File: src/rtl/cursor_ctrl.sv
// cursor_ctrl: moves a cursor over a square grid of register-bank cells from
// five debounced push buttons, and strobes RegWrite for a fixed number of
// clocks when select is pressed.
//
// Ports:
//   clk        system clock, all state on the rising edge
//   rst        asynchronous active-low reset
//   btn_up     raw button, row - 1 (wraps)
//   btn_down   raw button, row + 1 (wraps)
//   btn_left   raw button, col - 1 (wraps)
//   btn_right  raw button, col + 1 (wraps)
//   btn_sel    raw select button, starts a write strobe
//   addrW      cursor cell address, {row, col}
//   RegWrite   increment strobe, high for WR_HOLD clocks per select press
//   busy       high whenever the FSM is not idle
module cursor_ctrl #(
  parameter int unsigned BIT_ADDR   = 4,
  parameter int unsigned DEB_CYCLES = 50000,
  parameter int unsigned WR_HOLD    = 64
) (
  input  logic                clk,
  input  logic                rst,
  input  logic                btn_up,
  input  logic                btn_down,
  input  logic                btn_left,
  input  logic                btn_right,
  input  logic                btn_sel,
  output logic [BIT_ADDR-1:0] addrW,
  output logic                RegWrite,
  output logic                busy
);

  localparam int unsigned NBTN   = 5;
  localparam int unsigned HALF   = BIT_ADDR / 2;
  localparam int unsigned CNT_W  = (DEB_CYCLES > 2) ? $clog2(DEB_CYCLES) : 1;
  localparam int unsigned HOLD_W = (WR_HOLD > 2) ? $clog2(WR_HOLD) : 1;

  // Button bit positions inside the packed button vectors.
  localparam int unsigned B_RIGHT = 0;
  localparam int unsigned B_LEFT  = 1;
  localparam int unsigned B_DOWN  = 2;
  localparam int unsigned B_UP    = 3;
  localparam int unsigned B_SEL   = 4;

  localparam logic [CNT_W-1:0]  CNT_LAST  = CNT_W'(DEB_CYCLES - 1);
  localparam logic [HOLD_W-1:0] HOLD_LAST = HOLD_W'(WR_HOLD - 1);

  typedef enum logic [1:0] {
    IDLE    = 2'd0,
    WRITE   = 2'd1,
    RELEASE = 2'd2
  } state_t;

  logic [NBTN-1:0]  raw;
  logic [NBTN-1:0]  sync1;
  logic [NBTN-1:0]  sync2;
  logic [NBTN-1:0]  level;
  logic [NBTN-1:0]  level_prev;
  logic [NBTN-1:0]  press;
  logic [CNT_W-1:0] deb_cnt [NBTN];

  state_t           state;
  logic [HOLD_W-1:0] hold_cnt;

  logic [HALF-1:0]  row;
  logic [HALF-1:0]  col;

  assign raw = {btn_sel, btn_up, btn_down, btn_left, btn_right};
  assign row = addrW[BIT_ADDR-1:HALF];
  assign col = addrW[HALF-1:0];

  // Two-flop synchronizer on every raw button.
  always_ff @(posedge clk or negedge rst) begin
    if (!rst) begin
      sync1 <= '0;
      sync2 <= '0;
    end else begin
      sync1 <= raw;
      sync2 <= sync1;
    end
  end

  // Per-button debounce: the counter runs only while the synchronized value
  // disagrees with the accepted level; the level flips on the edge at which
  // the counter would reach DEB_CYCLES, so any shorter disagreement is lost.
  always_ff @(posedge clk or negedge rst) begin
    if (!rst) begin
      level <= '0;
      for (int i = 0; i < int'(NBTN); i++) begin
        deb_cnt[i] <= '0;
      end
    end else begin
      for (int i = 0; i < int'(NBTN); i++) begin
        if (sync2[i] == level[i]) begin
          deb_cnt[i] <= '0;
        end else if (deb_cnt[i] == CNT_LAST) begin
          level[i]   <= sync2[i];
          deb_cnt[i] <= '0;
        end else begin
          deb_cnt[i] <= deb_cnt[i] + CNT_W'(1);
        end
      end
    end
  end

  // One-cycle press events on rising edges of the debounced levels.
  always_ff @(posedge clk or negedge rst) begin
    if (!rst) begin
      level_prev <= '0;
      press      <= '0;
    end else begin
      level_prev <= level;
      press      <= level & ~level_prev;
    end
  end

  // Cursor / write-strobe FSM. Press events are single-cycle, so anything
  // arriving outside IDLE, or losing the priority race, is simply dropped.
  always_ff @(posedge clk or negedge rst) begin
    if (!rst) begin
      state    <= IDLE;
      hold_cnt <= '0;
      addrW    <= '0;
      RegWrite <= 1'b0;
      busy     <= 1'b0;
    end else begin
      case (state)
        IDLE: begin
          if (press[B_SEL]) begin
            state    <= WRITE;
            hold_cnt <= '0;
            RegWrite <= 1'b1;
            busy     <= 1'b1;
          end else if (press[B_UP]) begin
            addrW <= {row - HALF'(1), col};
          end else if (press[B_DOWN]) begin
            addrW <= {row + HALF'(1), col};
          end else if (press[B_LEFT]) begin
            addrW <= {row, col - HALF'(1)};
          end else if (press[B_RIGHT]) begin
            addrW <= {row, col + HALF'(1)};
          end
        end

        WRITE: begin
          if (hold_cnt == HOLD_LAST) begin
            state    <= RELEASE;
            RegWrite <= 1'b0;
          end else begin
            hold_cnt <= hold_cnt + HOLD_W'(1);
          end
        end

        RELEASE: begin
          // Wait for select to be let go so one press gives one strobe.
          if (!level[B_SEL]) begin
            state <= IDLE;
            busy  <= 1'b0;
          end
        end

        default: begin
          state    <= IDLE;
          RegWrite <= 1'b0;
          busy     <= 1'b0;
        end
      endcase
    end
  end

endmodule
File: config.mk
export PLATFORM = sky130hd
export DESIGN_NAME = cursor_ctrl
export DESIGN_NICKNAME = d
export VERILOG_FILES = /design/src/rtl/cursor_ctrl.sv
export SDC_FILE = /design/constraint.sdc
export NUM_CORES = 1
export LEC_CHECK = 0
export ABC_AREA = 1
export CAP_MARGIN = 40
export CORE_ASPECT_RATIO = 2
export CORE_UTILIZATION = 45
export CTS_CLUSTER_DIAMETER = 40
export DETAILED_ROUTE_END_ITERATION = 10
export GPL_ROUTABILITY_DRIVEN = 0
export GPL_TIMING_DRIVEN = 0
export HOLD_SLACK_MARGIN = 0.03
export PLACE_DENSITY = 0.66
export SLEW_MARGIN = 20
export SYNTH_ARGS = -nofsm -noshare
export SYNTH_HDL_FRONTEND = slang
export SYNTH_SLANG_ARGS = --single-unit
export TNS_END_PERCENT = 50
File: constraint.sdc
create_clock -name clk -period 2 [get_ports clk]
set_input_delay 0.3 -clock clk [delete_from_list [all_inputs] [get_ports clk]]
set_output_delay 0.3 -clock clk [all_outputs]
set_load 0.01 [all_outputs]
==> impl_metrics.tcl, run 1 <==
set metrics [dict create \
    syn_to_final_growth_pct 15.7 \
    cts_buffer_depth 2 \
    dominant_combinational_cell_family_by_area_after_synthesis "simple AND/OR/NAND/NOR gates" \
    grt_max_degree 75 \
    finalSetupViolations 0 \
    grt_setup_unrepaired "no" \
    regToRegSetupSlack_ps 430 \
    setup.worst_path.end "addrW[2]" \
    layout.cells.non_filler 963 \
    yosys-mux-area-fraction_pct 0 \
    critical-path-max-stage-delay_ps 560 \
    max_freq_ghz 0.596 \
    worst-path-stages 1 \
    globalRouteOverflowTotal 0 \
    drive_above_1_share_pct 10.5 \
    nNetsFinal 811 \
    tightestPinTransition_ps 599 \
    regToRegStartpoint "deb_cnt[32]$_DFF_PN0_" \
    global_route.usage.total_pct 19.4 \
    crit_arrival_ps 1380 \
    violations "DRC" \
    timing.final.crit_period_ps 1680 \
    post_synth_xor_area_fraction_pct 4.70 \
    synth_simple_gate_area_share_pct 35.6 \
    clkPwrFrac_pct 53.7 \
    cell_internal_pwr_mw 4.47 \
    start_kind "register" \
    grt_first_pass_wirelength_mm 21.6 \
    timing.clock.skew_ps 11.1 \
    drv.max_cap_violation_count 0 \
    cp-startpoint "addrW[2]$_DFFE_PN0P_" \
    ys_ff_latch 119 \
    drc 4 \
    power_density_nw_per_um2 813 \
    cts_htree_levels 4 \
    netlist_area_before_placement_um2 6040 \
    vdd_drop_max_mv 0.632 \
    hpwl_mm 9.12 \
    die_width_um 83.9 \
    syn-mean-instance-area_um2 7.90 \
    setup.worst_path.end_class "output pin" \
    synthAdderAreaFrac_pct 1.24 \
    antenna_violating_nets_post_route 0 \
    post_synth_inst_count 765 \
    critPathTopFamily "buffers and inverters" \
    io_count 13 \
    die-area_um2 13900 \
    synthesis.yosys.warnings 0 \
    run_status "finished, violations left" \
    hold_path.class "input pin to register" \
    number_of_placement_rows 59 \
    numPlacedInstances 930 \
    tritoncts "done" \
    worst-path-max-fanout 3 \
    worst_r2r_path_depth 6 \
    finalHoldViolCount 0 \
    slew_violations 0 \
    antenna_violations_before_repair 0 \
    cts_buffers 17 \
    via_count 4928 \
    p_seq_share_pct 43.5 \
    starting_utilization_of_the_core_area_pct 46.3 \
    clock-root-buffer "clkbuf_16" \
    core_area_um2 13100 \
    numPortBuffers 12 \
    antenna_cells_inserted 0 \
    post-route-util_pct 53.5 \
    leakage_nw 3.20 \
    worst_setup_path_type "register to output pin" \
    crit_buf_inv 1 \
    p_comb_share_pct 2.8 \
    number_of_optimization_iterations_in_the_first_detailed_route_pass 8 \
    net_count_of_the_mapped_netlist 778 \
    max_slew_margin_pct 59.8 \
    die_height_um 166 \
    route.detailed.wl_per_inst_um 12.8 \
    drtIter0Drc 182 \
    synth_sequential_area_ratio_pct 49.3 \
    clk_pin_slew_worst_paths_ps 50 \
    clock_latency_ps 410 \
    cts.repair_timing.setup_buffer_count 0 \
    sw_frac_of_total_pct 21.3 \
    routed_via_density 5.12 \
    timing.critical_path.cells "clkdlybuf4s50_1" \
    timing.rr.end "deb_cnt[35]$_DFF_PN0_" \
    synth_compound_gate_area_share_pct 3.27 \
    crit_required_ps 1700 \
    power.switching_mw 1.21 \
    synth_cell_type_count 32 \
    first_global_vias 5021 \
    period_utilisation_layout_pct 83.9 \
    tritoncts_num_sinks 119 \
    timing.critical_path.slowest_stage_cell "clkdlybuf4s50_1" \
    cts_hold_repair.buffers 1 \
    drt-total-wl_mm 12.3 \
    post_cts.resized_instances 0 \
]
-- routing by layer --
metal / track usage, % / routed length [µm] / up-vias / share of wire [%]
met5: 0 / 0 / - / 0
met4: 9.15 / 251 / 0 / 2.0
met3: 4.87 / 346 / 18 / 2.8
met2: 37.2 / 7080 / 87 / 57
met1: 18.7 / 4650 / 2355 / 38
li1: - / - / 2468 / -
-- kinds of logic (layout without fill, tap and decap cells) --
| kind of cell | count (synthesis) | after routing |
|---|---|---|
| flops | 119 | 119 |
| buf+inv | 94 | 140 |
| fa+ha+maj | 6 | 6 |
| simple gates | 483 | 483 |
| compound gates | 34 | 34 |
| xor+xnor | 29 | 29 |
-- per-stage QoR --
step	setup TNS (ps)	hold WS, ps	power, mW	setup WS, ps	cell area, µm²
6_report	0	331	5.68	323	6990
3_5_place_dp	0	261	2.68	440	6380
4_1_cts	0	319	5.74	297	6990
3_3_place_gp	-466810	336	2.66	-3940	6350
5_1_grt	0	321	5.89	252	6990
2_1_floorplan	0	4.41	2.58	726	6040
-- power groups by stage --
| stage | Sequential, mW | Clock (mW) | Combinational [mW] |
|---|---|---|---|
| CTS | 2.47 | 3.10 | 0.167 |
| finish | 2.47 | 3.05 | 0.159 |
| floorplan | 2.51 | 0 | 0.0759 |
| global placement | 2.51 | 0 | 0.151 |
| global route | 2.48 | 3.22 | 0.185 |
| detailed placement | 2.51 | 0 | 0.164 |
-- cell usage after synthesis (all sizes together) --
cell | instances | area [µm²]
nand2 | 185 | 732
nor2 | 184 | 764
dfrtp | 119 | 2980
inv | 94 | 355
nand3 | 76 | 400
xor2 | 23 | 231
nor3 | 15 | 101
nand4 | 12 | 75.1
o21ai | 12 | 60.1
a21oi | 11 | 55.1
o21bai | 10 | 75.1
ha | 6 | 75.1
xnor2 | 6 | 52.6
nor3b | 4 | 35.0
and2 | 3 | 18.8
or2 | 3 | 18.8
nand3b | 1 | 7.51
o31ai | 1 | 7.51
-- sequential cells by signal (all words and copies together), names as in the netlist, 4 cells and up --
signal      count
addrW           4
deb_cnt        80
hold_cnt        6
level           5
level_prev      5
press           5
sync1           5
sync2           5
-- cell type report --
type                    instances  area [µm²]
fillers                      1204        6080
flip-flops and latches        119        2980
multi-input cells             552        2710
clock buffers                  19         443
inverters                      94         355
well taps                     152         190
repair buffers                 14         159
clock inverters                13         155
-- how the worst min path moves through the flow --
stage                                       end  slack [ps]  depth (start not counted)                from
after floorplan            RegWrite$_DFFE_PN0P_           4                          0                 rst
after global placement       sync2[3]$_DFF_PN0_         340                          0  sync1[3]$_DFF_PN0_
after detailed placement  deb_cnt[12]$_DFF_PN0_         260                          1                 rst
after CTS                    sync1[3]$_DFF_PN0_         320                          1              btn_up
after global routing         sync1[1]$_DFF_PN0_         320                          1            btn_left
final                        sync1[3]$_DFF_PN0_         330                          1              btn_up
-- placed cells by master, fill, tap and decap left out, types with 6 or more instances in the layout --
cell type	instances
o21ai_0	8
clkbuf_16	17
o21bai_1	10
inv_1	82
nand2_2	6
xnor2_1	6
ha_1	6
clkdlybuf4s50_1	11
inv_2	11
nand4_1	12
nand2_1	176
a21oi_1	11
nor2_2	11
nor2_1	168
nor3_1	11
xor2_1	19
clkinvlp_4	6
dfrtp_1	119
nand3_1	72
Note: power is estimated with default switching activity, not from simulation.
==> inputs of run 2 (changes only) <==
- PLACE_DENSITY: 0.66 -> 0.68
- clock period: 2 -> 1.5 ns (I/O delays scaled with it)
==> run 2 against run 1 <==
Against the previous run:
- the run still ends with DRC left
- worst hold slack got worse by 84 ps
- critical path type is now register to register
- routed wire length fell by 3.1%
- largest power group unchanged
- sequential share of layout area fell by 0.29 points
- combinational power rose by 35%
- setup slack got worse by 270 ps
- sequential cell count did not move
- register-to-register slack got worse by 380 ps
- non-clock buffer count rose by 2
==> impl_metrics.tcl, run 2 (synthesis gave the netlist of run 1 again) <==
set metrics [dict create \
    hold_path.class "input pin to register" \
    layout.cell_area.non_filler_um2 7040 \
    cp-startpoint "deb_cnt[48]$_DFF_PN0_" \
    regToRegStartpoint "deb_cnt[48]$_DFF_PN0_" \
    die_height_um 166 \
    tightestPinTransition_ps 440 \
    crit_required_ps 1800 \
    final_ws_setup_ps 49.9 \
    max_slew_margin_pct 70.5 \
    core_area_um2 13100 \
    clock_latency_ps 410 \
    run_status "finished, violations left" \
    globalRouteOverflowTotal 0 \
    setup.worst_path.end_class "register" \
    first_global_vias 4891 \
    antenna_violating_nets_post_route 0 \
    timing.final.crit_period_ps 1450 \
    drtIter0Drc 195 \
    antenna_cells_inserted 0 \
    vdd_drop_max_mv 0.634 \
    detailedPlace.worstSlack_ps -6.53 \
    hold_slack_ps 247 \
    crit_arrival_ps 1750 \
    biggest_registers_after_layout "deb_cnt (80), hold_cnt (6)" \
    drt-total-wl_mm 11.9 \
    start_kind "register" \
    min_path_cells 1 \
    worst-path-max-fanout 7 \
    slew_violations 0 \
    starting_utilization_of_the_core_area_pct 46.3 \
    routed_via_density 5.00 \
    grt_first_pass_wirelength_mm 20.8 \
    layout.cells.non_filler 965 \
    via_count 4822 \
    cts_buffers 17 \
    largest_register_ff_count 80 \
    grt_setup_unrepaired "yes" \
    finalSetupViolations 0 \
    layout.cells.most_common "nand2_1" \
    worst_setup_path_type "register to register" \
    drive_above_1_share_pct 12.5 \
    cts_htree_levels 4 \
    drv.max_cap_violation_count 0 \
    nNetsFinal 813 \
    finalHoldViolCount 0 \
    power_density_nw_per_um2 1050 \
    timing.rr.end "deb_cnt[62]$_DFF_PN0_" \
    setup_total_negative_slack_ps 0 \
    numPlacedInstances 930 \
    number_of_placement_rows 59 \
    grt_max_degree 76 \
    whs_endpoint "sync1[1]$_DFF_PN0_" \
    syn_to_final_growth_pct 16.5 \
    tritoncts_num_sinks 119 \
    leakage_nw 3.26 \
    number_of_optimization_iterations_in_the_first_detailed_route_pass 9 \
    clock-root-buffer "clkbuf_16" \
    most-common-layout-cells "nand2_1 (173), nor2_1 (163), dfrtp_1 (119)" \
    violations "DRC" \
    worst_r2r_path_depth 8 \
    timing.clock.skew_ps 8.30 \
    die-area_um2 13900 \
    hpwl_mm 8.70 \
    min-delay-start "btn_left" \
    regMostFlops "deb_cnt" \
    clk_pin_slew_worst_paths_ps 50 \
    area_post_placement_um2 6380 \
    max_freq_ghz 0.690 \
    regToRegSetupSlack_ps 50 \
    drc 1 \
    io_count 13 \
    period_utilisation_layout_pct 96.7 \
    global_route.usage.total_pct 18.8 \
    numPortBuffers 12 \
    tritoncts "done" \
    route.detailed.wl_per_inst_um 12.4 \
    cts_buffer_depth 2 \
    antenna_violations_before_repair 0 \
    die_width_um 83.9 \
]
## run 2: cell types whose count changed in the layout (fill, tap and decap cells not counted), moves of 4 or more
cell and delta:
clkdlybuf4s50_1 -6, dlygate4sd2_1 +6, nor2_1 -5, ha_1 -4
ha_2 +4
## run 2: timing repair
| action | CTS | global route |
|---|---|---|
| setup endpoints to repair | 18 | 45 |
| hold buffers | 1 | 0 |
| resized for setup | 9 | 15 |
| pin swaps | 0 | 4 |
| setup buffers | 0 | 2 |
| endpoints found under the hold margin | 44 | 0 |
## run 2: routing by layer
metal / GRT usage, % / routed length, µm
met2: 35.9 / 6790
met1: 17.9 / 4470
met4: 9.90 / 410
met5: 0 / 0
met3: 4.52 / 272
## run 2: worst max-delay path by stage
stage | slack [ps] | end
detailed placement | -7 | deb_cnt[46]$_DFF_PN0_
floorplan | 230 | deb_cnt[53]$_DFF_PN0_
finish | 50 | deb_cnt[62]$_DFF_PN0_
global route | -50 | deb_cnt[53]$_DFF_PN0_
global placement | -4490 | deb_cnt[19]$_DFF_PN0_
CTS | 4 | deb_cnt[16]$_DFF_PN0_
## run 2: per-stage QoR
step | power [mW] | utilization, %
after CTS | 7.50 | 53.4
after detailed placement | 3.57 | 48.8
after floorplan | 3.44 | -
final | 7.40 | 53.9
after global routing | 7.67 | 53.9
after global placement | 3.55 | 48.6
## run 2: layout make-up
type                            count  area, µm²
Clock buffer                       18        439
Clock inverter                     14        134
Fill cell                        1216       6030
Inverter                           94        355
Multi-Input combinational cell    552       2780
Sequential cell                   119       2980
Tap cell                          152        190
Timing Repair Buffer               16        166
## run 2: critical path, stage by stage, from the launching register on
cell,delay [ps]
dfrtp_1,360
ha_1,200
nand2_2,100
nor2_8,140
inv_1,90
nor2_2,150
nand2_2,120
nand2_4,120
nor2_1,60
## run 2: where the power goes
| group | switching (mW) | internal [mW] |
|---|---|---|
| registers | 0.0370 | 3.26 |
| clock network | 1.42 | 2.46 |
| logic | 0.144 | 0.0707 |
| total | 1.61 | 5.79 |
